`src/rtl/instr_fetch_unit_if.sv`:
```
// Signal bundle between the fetch unit, the control FSM, the instruction memory port and the IR.
// The master modport is the fetch unit itself. The slave modport is its environment.
interface instr_fetch_unit_if #(
  parameter int ADDR_W = 64
);
  logic              fetch_req;
  logic              pc_load;
  logic [ADDR_W-1:0] pc_target;
  logic [ADDR_W-1:0] mem_addr;
  logic              mem_rd;
  logic [31:0]       mem_rdata;
  logic              mem_ready;
  logic [31:0]       instruction;
  logic              write_ir;
  logic [ADDR_W-1:0] pc;
  logic              busy;
  logic              fetch_err;

  modport master (
    input  fetch_req, pc_load, pc_target, mem_rdata, mem_ready,
    output mem_addr, mem_rd, instruction, write_ir, pc, busy, fetch_err
  );

  modport slave (
    output fetch_req, pc_load, pc_target, mem_rdata, mem_ready,
    input  mem_addr, mem_rd, instruction, write_ir, pc, busy, fetch_err
  );
endinterface

```
`src/rtl/instr_fetch_unit.sv`:
```
// Owns the program counter and fetches one instruction word per request.
// Each word is handed to the instruction register with a one-cycle write_ir strobe.
module instr_fetch_unit #(
  parameter int              ADDR_W   = 64,
  parameter logic [ADDR_W-1:0] RESET_PC = '0,
  parameter int              TIMEOUT  = 16
) (
  input  logic                       clk,
  input  logic                       reset,
  instr_fetch_unit_if.master         bus
);

  localparam int CNT_W = (TIMEOUT > 2) ? $clog2(TIMEOUT) : 1;

  typedef enum logic {IDLE, WAIT} state_t;

  state_t            r_state, w_next_state;
  logic [ADDR_W-1:0] r_pc, w_next_pc;
  logic              r_pend_valid, w_next_pend_valid;
  logic [ADDR_W-1:0] r_pend_target, w_next_pend_target;
  logic [CNT_W-1:0]  r_count, w_next_count;
  logic [31:0]       r_instruction, w_next_instruction;
  logic              r_write_ir, w_next_write_ir;
  logic              r_fetch_err, w_next_fetch_err;

  logic              w_aligned;
  logic              w_good_load;
  logic              w_eff_pend_valid;
  logic [ADDR_W-1:0] w_eff_pend_target;

  assign w_aligned   = (bus.pc_target[1:0] == 2'b00);
  assign w_good_load = bus.pc_load && w_aligned;

  // A redirect that arrives in the same cycle as the fetch resolves still counts as pending.
  assign w_eff_pend_valid  = r_pend_valid || w_good_load;
  assign w_eff_pend_target = w_good_load ? bus.pc_target : r_pend_target;

  always_ff @(posedge clk or posedge reset) begin
    if (reset) begin
      r_state       <= IDLE;
      r_pc          <= RESET_PC;
      r_pend_valid  <= 1'b0;
      r_pend_target <= '0;
      r_count       <= '0;
      r_instruction <= '0;
      r_write_ir    <= 1'b0;
      r_fetch_err   <= 1'b0;
    end else begin
      r_state       <= w_next_state;
      r_pc          <= w_next_pc;
      r_pend_valid  <= w_next_pend_valid;
      r_pend_target <= w_next_pend_target;
      r_count       <= w_next_count;
      r_instruction <= w_next_instruction;
      r_write_ir    <= w_next_write_ir;
      r_fetch_err   <= w_next_fetch_err;
    end
  end

  always_comb begin
    w_next_state       = r_state;
    w_next_pc          = r_pc;
    w_next_pend_valid  = r_pend_valid;
    w_next_pend_target = r_pend_target;
    w_next_count       = r_count;
    w_next_instruction = r_instruction;
    w_next_write_ir    = 1'b0;
    w_next_fetch_err   = 1'b0;

    unique case (r_state)
      IDLE: begin
        w_next_pend_valid = 1'b0;
        if (bus.pc_load) begin
          if (w_aligned) w_next_pc = bus.pc_target;
          else           w_next_fetch_err = 1'b1;
        end
        if (bus.fetch_req) begin
          w_next_state = WAIT;
          w_next_count = '0;
        end
      end
      WAIT: begin
        if (bus.mem_ready) begin
          // write_ir wins over a misaligned redirect error so the two strobes stay exclusive.
          w_next_instruction = bus.mem_rdata;
          w_next_write_ir    = 1'b1;
          w_next_pc          = w_eff_pend_valid ? w_eff_pend_target : r_pc + ADDR_W'(4);
          w_next_pend_valid  = 1'b0;
          w_next_state       = IDLE;
        end else if (r_count == CNT_W'(TIMEOUT - 1)) begin
          w_next_fetch_err  = 1'b1;
          w_next_pc         = w_eff_pend_valid ? w_eff_pend_target : r_pc;
          w_next_pend_valid = 1'b0;
          w_next_state      = IDLE;
        end else begin
          w_next_count       = r_count + CNT_W'(1);
          w_next_pend_valid  = w_eff_pend_valid;
          w_next_pend_target = w_eff_pend_target;
          w_next_fetch_err   = bus.pc_load && !w_aligned;
        end
      end
      default: w_next_state = IDLE;
    endcase
  end

  assign bus.mem_addr    = r_pc;
  assign bus.pc          = r_pc;
  assign bus.mem_rd      = (r_state == WAIT);
  assign bus.busy        = (r_state == WAIT);
  assign bus.instruction = r_instruction;
  assign bus.write_ir    = r_write_ir;
  assign bus.fetch_err   = r_fetch_err;

endmodule

```
`src/flat_wrapper.sv`:
```
// flat-port wrapper written by rule: the top's interface ports become plain ports
module instr_fetch_unit_flat 
#(
  parameter int              ADDR_W   = 64,
  parameter logic [ADDR_W-1:0] RESET_PC = '0,
  parameter int              TIMEOUT  = 16
)
  (clk, reset, bus_fetch_req, bus_pc_load, bus_pc_target, bus_mem_rdata, bus_mem_ready, bus_mem_addr, bus_mem_rd, bus_instruction, bus_write_ir, bus_pc, bus_busy, bus_fetch_err);
  instr_fetch_unit_if #(.ADDR_W(ADDR_W)) bus_i ();
  input  logic clk;
  input  logic reset;
  input wire logic [$bits(bus_i.fetch_req)-1:0] bus_fetch_req;
  input wire logic [$bits(bus_i.pc_load)-1:0] bus_pc_load;
  input wire logic [$bits(bus_i.pc_target)-1:0] bus_pc_target;
  input wire logic [$bits(bus_i.mem_rdata)-1:0] bus_mem_rdata;
  input wire logic [$bits(bus_i.mem_ready)-1:0] bus_mem_ready;
  output wire logic [$bits(bus_i.mem_addr)-1:0] bus_mem_addr;
  output wire logic [$bits(bus_i.mem_rd)-1:0] bus_mem_rd;
  output wire logic [$bits(bus_i.instruction)-1:0] bus_instruction;
  output wire logic [$bits(bus_i.write_ir)-1:0] bus_write_ir;
  output wire logic [$bits(bus_i.pc)-1:0] bus_pc;
  output wire logic [$bits(bus_i.busy)-1:0] bus_busy;
  output wire logic [$bits(bus_i.fetch_err)-1:0] bus_fetch_err;
  assign bus_i.fetch_req = bus_fetch_req;
  assign bus_i.pc_load = bus_pc_load;
  assign bus_i.pc_target = bus_pc_target;
  assign bus_i.mem_rdata = bus_mem_rdata;
  assign bus_i.mem_ready = bus_mem_ready;
  assign bus_mem_addr = bus_i.mem_addr;
  assign bus_mem_rd = bus_i.mem_rd;
  assign bus_instruction = bus_i.instruction;
  assign bus_write_ir = bus_i.write_ir;
  assign bus_pc = bus_i.pc;
  assign bus_busy = bus_i.busy;
  assign bus_fetch_err = bus_i.fetch_err;
  instr_fetch_unit #(.ADDR_W(ADDR_W), .RESET_PC(RESET_PC), .TIMEOUT(TIMEOUT)) u_core (.clk(clk), .reset(reset), .bus(bus_i));
endmodule
```
`config.mk`:
```
export PLATFORM = sky130hd
export DESIGN_NAME = instr_fetch_unit_flat
export DESIGN_NICKNAME = d
export VERILOG_FILES = /design/src/rtl/instr_fetch_unit_if.sv /design/src/rtl/instr_fetch_unit.sv /design/src/flat_wrapper.sv
export SDC_FILE = /design/constraint.sdc
export NUM_CORES = 1
export LEC_CHECK = 0
export ABC_AREA = 1
export CAP_MARGIN = 15
export CORE_MARGIN = 8
export CORE_UTILIZATION = 30
export CTS_CLUSTER_DIAMETER = 30
export DETAILED_ROUTE_END_ITERATION = 8
export DONT_BUFFER_PORTS = 1
export HOLD_SLACK_MARGIN = 0.15
export PLACE_DENSITY_LB_ADDON = 0.2
export SLEW_MARGIN = 20
export SYNTH_ARGS = -nofsm -noshare
export SYNTH_HDL_FRONTEND = slang
export SYNTH_SLANG_ARGS = --single-unit
```
`constraint.sdc`:
```
create_clock -name clk -period 15.31 [get_ports clk]
set_input_delay 1.531 -clock clk [delete_from_list [all_inputs] [get_ports clk]]
set_output_delay 1.531 -clock clk [all_outputs]
set_load 0.03 [all_outputs]
```
Yosys cells after proc, flatten, opt, wreduce, memory -nomap -nowiden. Index checks and enable logic that the tools add are counted. W data, S select, Z words.

Input bits: 101. Register bits after elaboration: 168. Output and inout port bits: 164. Word-level logic and storage cells: 56.

Add/sub/neg operators: 2. Multiplexer cells: 26. Eq/ne operators: 8. Reduce and logical (&&, ||, !) cells: 9. Bitwise operators: 3.

Operators with widths (count): $mux W64 (7); $pmux W64 S2 (1); $add A64 B3 Y64 const B (1); $mux W4 (3); $mux W1 (11); $ne A2 B2 Y1 const B (4); $pmux W4 S2 (1); $ne A3 B3 Y1 const B (2); $pmux W1 S2 (3); $reduce_and A3 Y1 (2); $add A4 B1 Y4 const B (1); $eq A4 B4 Y1 const B (1); $reduce_and A4 Y1 (1); $not A1 Y1 (3); $logic_and A1 B1 Y1 (2); $logic_not A2 Y1 (1); $ne A2 B1 Y1 const B (1); $reduce_and A2 Y1 (1); $logic_not A1 Y1 (1); $logic_or A1 B1 Y1 (1).

Longest topological paths before layout. Gate-level depths: netlist of the first run.

Depth in word-level cells: 7. Depth in mapped cells: 11. Depth with buffers taken out: 11.

Worst setup path after synthesis of the first run. No wires, ideal clock.

Kind: input to register. From: input port bus_pc_target[0]. To: register u_core.r_pc[4] (netlist: u_core.bus.mem_addr[4]). Arrival time: 2.594 ns. Required time: 15.184 ns. Stages on the path: 10. Setup time: 0.126 ns. Setup slack: 12.590 ns. Buffers on the path: 2. Cells stage by stage: inv_1 > nand3_4 > inv_2 > nor2_4 > nand2_2 > inv_2 > buf_4 > buf_4 > o21ai_0 > a21oi_1.

Cells in the longest elaborated chain, start to end: 7. Elaborated cells between the ends (all ways): 12. Those cells by class: 2 x eq/ne; 6 x mux; 4 x reduce/logical.

Ends and longest elaborated chain: start, declared (line flat_wrapper.sv:14) `input wire logic [$bits(bus_i.pc_target)-1:0] bus_pc_target;`; $logic_not A2 Y1 * (line instr_fetch_unit.sv:31) `assign w_aligned = (bus.pc_target[1:0] == 2'b00);`; $logic_and A1 B1 Y1 (line instr_fetch_unit.sv:32) `assign w_good_load = bus.pc_load && w_aligned;`; $mux W64 (line instr_fetch_unit.sv:36) `assign w_eff_pend_target = w_good_load ? bus.pc_target : r_pend_target;`; $mux W64 (line instr_fetch_unit.sv:92) `w_next_pc = w_eff_pend_valid ? w_eff_pend_target : r_pc;`; $mux W64 (line instr_fetch_unit.sv:90) `end else if (r_count == CNT_W'(TIMEOUT - 1)) begin`; $mux W64 (line instr_fetch_unit.sv:83) `if (bus.mem_ready) begin`; $pmux W64 S2 (line instr_fetch_unit.sv:70) `unique case (r_state)`; end signal, assigned (line instr_fetch_unit.sv:50) `r_pc <= w_next_pc;`; end, declared (line instr_fetch_unit.sv:18) `logic [ADDR_W-1:0] r_pc, w_next_pc;`.

Every way passes the cells marked *; elsewhere a longest branch is shown, timed or not. The select of a mux whose other input is x is not followed. A chain may end at the register's enable or synchronous reset.

Worst setup path after layout of the first run.
From: input port bus_pc_target[0]. To: register u_core.r_pc[11] (netlist: u_core.bus.mem_addr[11]).

The elaborated chain is that of the path after synthesis.

==> out/results.txt, run 1 <==
Outcome: finished clean
FF+latch count, synth: 168
Synth unique cells: 40
Final ANT Viol Nets: 0
Fmax: 205 MHz
CP max stage delay: 950 ps
CP cell instances: inv_1 -> nand3_4 -> clkinv_2 -> nor2_4 -> nand2_2 -> inv_2 -> o211ai_1 -> nand3_1 -> a22oi_1
GR Util All Layers: 0.184
WS Path Type: in2reg
Detailed Place HPWL: 28100 um
Largest net degree at the start of global routing: 83
CTS buffer count: 17
Post-synthesis sequential area ratio: 0.393
Met2 WL: 17700 um
Die X: 205 um
Worst path slowest cell: clkinv_2
Number of setup violations in the final report: 0
Resize count post-CTS: 0
Post-Syn Instances: 1524
H-tree depth: 4
Top layer in use: met5
Met1 wire length: 16400 um
Adder-cell share of the synthesized area: 0.00234
Synth Area in XOR/XNOR: 0.00574
First-pass GRT wire length: 59300 um
Syn nets: 1627
Post-route cell area: 11100 um2
DRT iter0 DRCs: 684
Critical Path Fanout Max: 63
CORE AREA: 35300 um2
Port Buffers: 0
Synth Area in Simple Gates: 0.285
DP Area: 10500 um2
Leakage: 5.18 nW
Synth Flop Type: dfrtp_1
Critical Path Source Type: input port
# nets final: 1520
Mapped Area: 10700 um2
Routed WL: 38400 um
Filler instances: 3820
Commonest non-fill, non-tap cells in the layout: nand2_1, nor2_1, dfrtp_1, o21ai_0, inv_1
Fraction of final layout cells sized beyond drive strength 1: 0.0594
Postcts setup bufs: 0
Post-synthesis mux area share: 0.0327
Routability cong.: 0.887
R2R depth: 8
Least-Margin Pin Slew: 1010 ps
Initial DRT Pass Iterations: 5
Largest family of logic cells by synthesized area: simple AND/OR/NAND/NOR gates
Async set-or-reset flop fraction in the synthesized netlist: 1.00
Critical path required time: 15610 ps
DRC: 0
WL/cell: 20.3 um
GR Overflow Total: 0
Fin. max-slew vios: 0
Min Clock Period, post-route: 4880 ps
Complex-gate fraction of the synthesized area: 0.158
Max Cap Viol: 0
Initial Utilization: 0.303
Num rows: 69
RSZ-0062 raised after global routing: no
CTS tree: done
Peak supply drop: 0.0000958 V
Ys Warns: 0
Vias in the first global route: 9541
Vias per Instance: 5.07
DR vias: 9590
Reg clk slew, reported paths: 80 ps
Rel. slew slack: 0.326
Final setup margin: 10430 ps
Pwr dens: 183 nW/um2
Final hold vios: 0
CP endpoint kind: flop
Setup TNS Final: 0 ps
Die height: 205 um
Maximum buffer depth of the clock tree: 2
Num ports: 265
DR WL met3: 3500 um
Worst-case hold slack: 490 ps
Hold depth: 2
Clock sinks: 168
Clk_skew: 21.9 ps
Pre-CTS WS: 10130 ps
Mean Syn Cell Area: 7.01 um2
Critical path arrival: 5190 ps
Commonest non-fill, non-tap cell in the layout: nand2_1
Die area: 41900 um2
Crit share post-route: 0.319
Initial antenna violation count: 2
Clk_lat worst skew: 460 ps
P&R area growth vs syn: 3.92%
Hold Buf Count CTS: 0
Number of flops mapped to enable cells by yosys: 0
Root Driver: clkbuf_16
Antenna diodes: 0
HP Class: reg2reg
==> routing by layer <==
metal | GRT usage | vias to the layer above
met4 | 0.0563 | 4
met3 | 0.0669 | 45
met1 | 0.229 | 4538
met2 | 0.296 | 327
met5 | 0 | -
li1 | - | 4676
==> metrics by stage <==
step / std cells / power, mW / util
after floorplan: 1524 / 1.49 / -
after global placement: 1859 / 1.59 / 0.298
after detailed placement: 1859 / 1.60 / 0.298
after CTS: 1891 / 2.05 / 0.314
after global routing: 1891 / 2.17 / 0.315
final: 1891 / 2.03 / 0.315
==> worst max-delay path: cells and delay by family <==
| family | cells | cell delay [ps] |
|---|---|---|
| AND/OR/NAND/NOR | 4 | 1540 |
| AO/OA/AOI/OAI | 2 | 260 |
| buffers and inverters | 3 | 1820 |
==> power breakdown <==
| part | switching, mW | internal (mW) | total [mW] | leakage [nW] |
|---|---|---|---|---|
| clock | 0.214 | 0.232 | 0.446 | 0.279 |
| sequential | 0.500 | 0.576 | 1.08 | 2.00 |
| combinational | 0.327 | 0.178 | 0.504 | 2.90 |
==> cell families (layout without fill, tap and decap cells) <==
family          count (synthesis)  in the layout
compound gates                314            314
buf+inv                       266            172
flops                         168            168
mux                            33             33
xor+xnor                        7              7
simple gates                  734            734
fa+ha+maj                       2              2
==> state kept, by name, indices dropped and copies added (netlist names) <==
register,count
u_core.bus.mem_addr,64
u_core.r_pend_target,64
u_core.bus.instruction,32
u_core.r_count,4
u_core.bus.busy,1
u_core.bus.fetch_err,1
u_core.bus.write_ir,1
u_core.r_pend_valid,1
==> Yosys cell counts, types with 4 or more instances <==
library cell / count / area (um2)
xnor2_1: 6 / 52.6
mux2i_1: 18 / 180
nor2_4: 7 / 78.8
nand3_1: 81 / 405
nand4_1: 9 / 56.3
a21oi_1: 125 / 626
mux2_2: 15 / 169
clkbuf_1: 34 / 128
nand2_1: 427 / 1600
inv_1: 128 / 480
o311ai_0: 13 / 114
o21ai_0: 148 / 741
buf_2: 17 / 85.1
nor2_2: 6 / 37.5
buf_1: 6 / 22.5
buf_4: 73 / 548
a22oi_1: 17 / 128
nor3_1: 5 / 25.0
dfrtp_1: 168 / 4200
o211ai_1: 5 / 37.5
inv_2: 4 / 15.0
nor2_1: 180 / 676
nand3b_1: 6 / 45.0
nand2_2: 4 / 25.0
==> path summary, 6_finish.rpt <==
path / end / slack [ps] / start
min in group asynchronous: u_core.bus.fetch_err / 1030 / reset
max in group asynchronous: u_core.r_pend_target[47] / 13010 / reset
worst max-delay path: u_core.bus.mem_addr[11] / 10430 / bus_pc_target[0]
worst max register to register: u_core.bus.mem_addr[41] / 11710 / u_core.bus.busy
worst min-delay path: u_core.r_pend_target[54] / 490 / u_core.r_pend_target[54]
worst min register to register: u_core.r_pend_target[54] / 490 / u_core.r_pend_target[54]
==> layout make-up <==
class	instances	area, um2	share of cell area
clock buffers	18	429	0.0386
clock inverters	14	163	0.0146
inverters	134	510	0.0460
multi-input cells	1090	5180	0.466
flip-flops and latches	168	4210	0.379
well taps	461	577	0.0519
repair buffers	6	45.0	0.00406
Power figures use the tool's default switching activity.
==> inputs of run 2 (changes only) <==
==> constraint.sdc (replaced) <==
create_clock -name clk -period 4.62 [get_ports clk]
set_input_delay 0.462 -clock clk [delete_from_list [all_inputs] [get_ports clk]]
set_output_delay 0.462 -clock clk [all_outputs]
set_load 0.03 [all_outputs]
==> out/results.txt, run 2 (synthesis results as in run 1) <==
Leakage: 5.51 nW
Vias per Instance: 5.03
Sw Ratio: 0.514
P_sw: 3.50 mW
CORE AREA: 35300 um2
Initial Utilization: 0.303
Final ANT Viol Nets: 0
RSZ-0062 raised after global routing: no
Placed cells: 1868
Fin. max-slew vios: 0
Fin util: 0.335
GR Overflow Total: 0
Num rows: 69
Largest net degree at the start of global routing: 64
CP endpoint kind: flop
First-pass GRT wire length: 62200 um
DRT iter0 DRCs: 648
GR Util All Layers: 0.195
H-tree depth: 4
# nets final: 1597
Port Buffers: 0
Critical Path Fanout Max: 9
WL/cell: 20.5 um
HP Class: in2reg
Hold Buf Count CTS: 68
Die height: 205 um
Least-Margin Pin Slew: 963 ps
Clk_skew: 19.0 ps
CP cell instances: ha_1 -> nand3_1 -> nor2_2 -> nand3_2 -> nor2_4 -> nand3_1 -> nand2_1 -> nand3_1 -> nand2_1 -> a21oi_2
Detailed Place HPWL: 28200 um
Routed WL: 40300 um
Setup TNS Final: 0 ps
Crit share post-route: 0.632
Commonest non-fill, non-tap cell in the layout: nand2_1
Commonest non-fill, non-tap cells in the layout: nand2_1, nor2_1, dfrtp_1, o21ai_0, inv_1
Buffers and inverters on the worst path: 0
Maximum buffer depth of the clock tree: 2
Rel. slew slack: 0.357
DR vias: 9892
Comb pwr share: 0.259
Sequential share of power: 0.524
Reg clk slew, reported paths: 80 ps
Pwr dens: 575 nW/um2
Max Cap Viol: 0
Clock share of power: 0.217
CTS tree: done
Die X: 205 um
Final hold vios: 0
Die area: 41900 um2
DRC: 0
Fmax: 343 MHz
CP max stage delay: 940 ps
Root Driver: clkbuf_16
Clk_lat worst skew: 460 ps
WS Path Type: reg2reg
Resize count post-CTS: 0
P&R area growth vs syn: 10.8%
CP top delay family: simple AND/OR/NAND/NOR gates
Final cell count without fillers: 1967
Fraction of final layout cells sized beyond drive strength 1: 0.0611
Outcome: finished clean
Routability cong.: 0.878
Min Clock Period, post-route: 2920 ps
Num ports: 265
Critical Path Source Type: flop
Pint: 3.31 mW
Clock sinks: 168
CTS buffer count: 17
Vias in the first global route: 9853
Antenna diodes: 0
Initial antenna violation count: 1
Critical path arrival: 3250 ps
Initial DRT Pass Iterations: 5
Number of setup violations in the final report: 0
CP dominant cell by count: nand3_1
Worst path slowest cell: dfrtp_1
Postcts setup bufs: 0
Peak supply drop: 0.000290 V
Critical path required time: 4950 ps
## run 2: changes by cell type in the layout (fill, tap and decap cells not counted)
| cell | before | now |
|---|---|---|
| nand2_2 | 5 | 4 |
| nand2_1 | 426 | 427 |
| dlygate4sd3_1 | 0 | 68 |
| clkinv_4 | 2 | 1 |
| buf_4 | 6 | 15 |
| inv_1 | 126 | 127 |
| clkbuf_1 | 1 | 0 |
## run 2: worst paths after layout
path / slack (ps) / startpoint / endpoint / cells after the start
setup / recovery: 1700 / u_core.bus.mem_addr[2] / u_core.bus.mem_addr[48] / 10
hold reg to reg: 490 / u_core.r_pend_target[36] / u_core.r_pend_target[36] / 2
setup reg to reg: 1700 / u_core.bus.mem_addr[2] / u_core.bus.mem_addr[48] / 10
min in group asynchronous: 400 / reset / u_core.bus.mem_addr[11] / 2
hold / removal: 170 / bus_pc_target[63] / u_core.r_pend_target[63] / 1
max in group asynchronous: 3090 / reset / u_core.bus.busy / 3
## run 2: final cells by class
cell class,count,area [um2]
clock buffer,17,425
clock inverter,14,160
fill,3720,23500
sequential,168,4210
multi-input combinational,1090,5170
inverter,134,508
timing repair buffer,83,793
tap,461,577
## run 2: worst register-to-register path: stages (launching register included)
cell and delay [ps]:
dfrtp_1 940, ha_1 380, nand3_1 260, nor2_2 280, nand3_2 220, nor2_4 270
nand3_1 110, nand2_1 80, nand3_1 80, nand2_1 110, a21oi_2 50
## run 2: power groups by stage
stage / Combinational, mW / Clock, mW / Sequential (mW)
after detailed placement: 1.72 / 0 / 3.62
after global routing: 2.06 / 1.57 / 3.68
after global placement: 1.69 / 0 / 3.62
after CTS: 1.78 / 1.51 / 3.60
after floorplan: 2.05 / 0 / 2.88
final: 1.77 / 1.48 / 3.57
## run 2: stage by stage
step / power [mW] / instance area (um2) / setup WS [ps] / hold WS, ps
floorplan: 4.93 / 10700 / 2020 / 448
finish: 6.81 / 11800 / 1700 / 171
detailed placement: 5.34 / 10600 / 1690 / 280
global placement: 5.31 / 10600 / 1680 / 284
CTS: 6.89 / 11800 / 1670 / 150
global route: 7.31 / 11800 / 1420 / 153
## run 2: routing by layer
layer | track usage | vias up | part of all wire
li1 | - | 4835 | -
met1 | 0.248 | 4667 | 0.44
met2 | 0.311 | 342 | 0.46
met3 | 0.0650 | 46 | 0.081
met4 | 0.0535 | 2 | 0.019
met5 | 0 | - | 0.00047
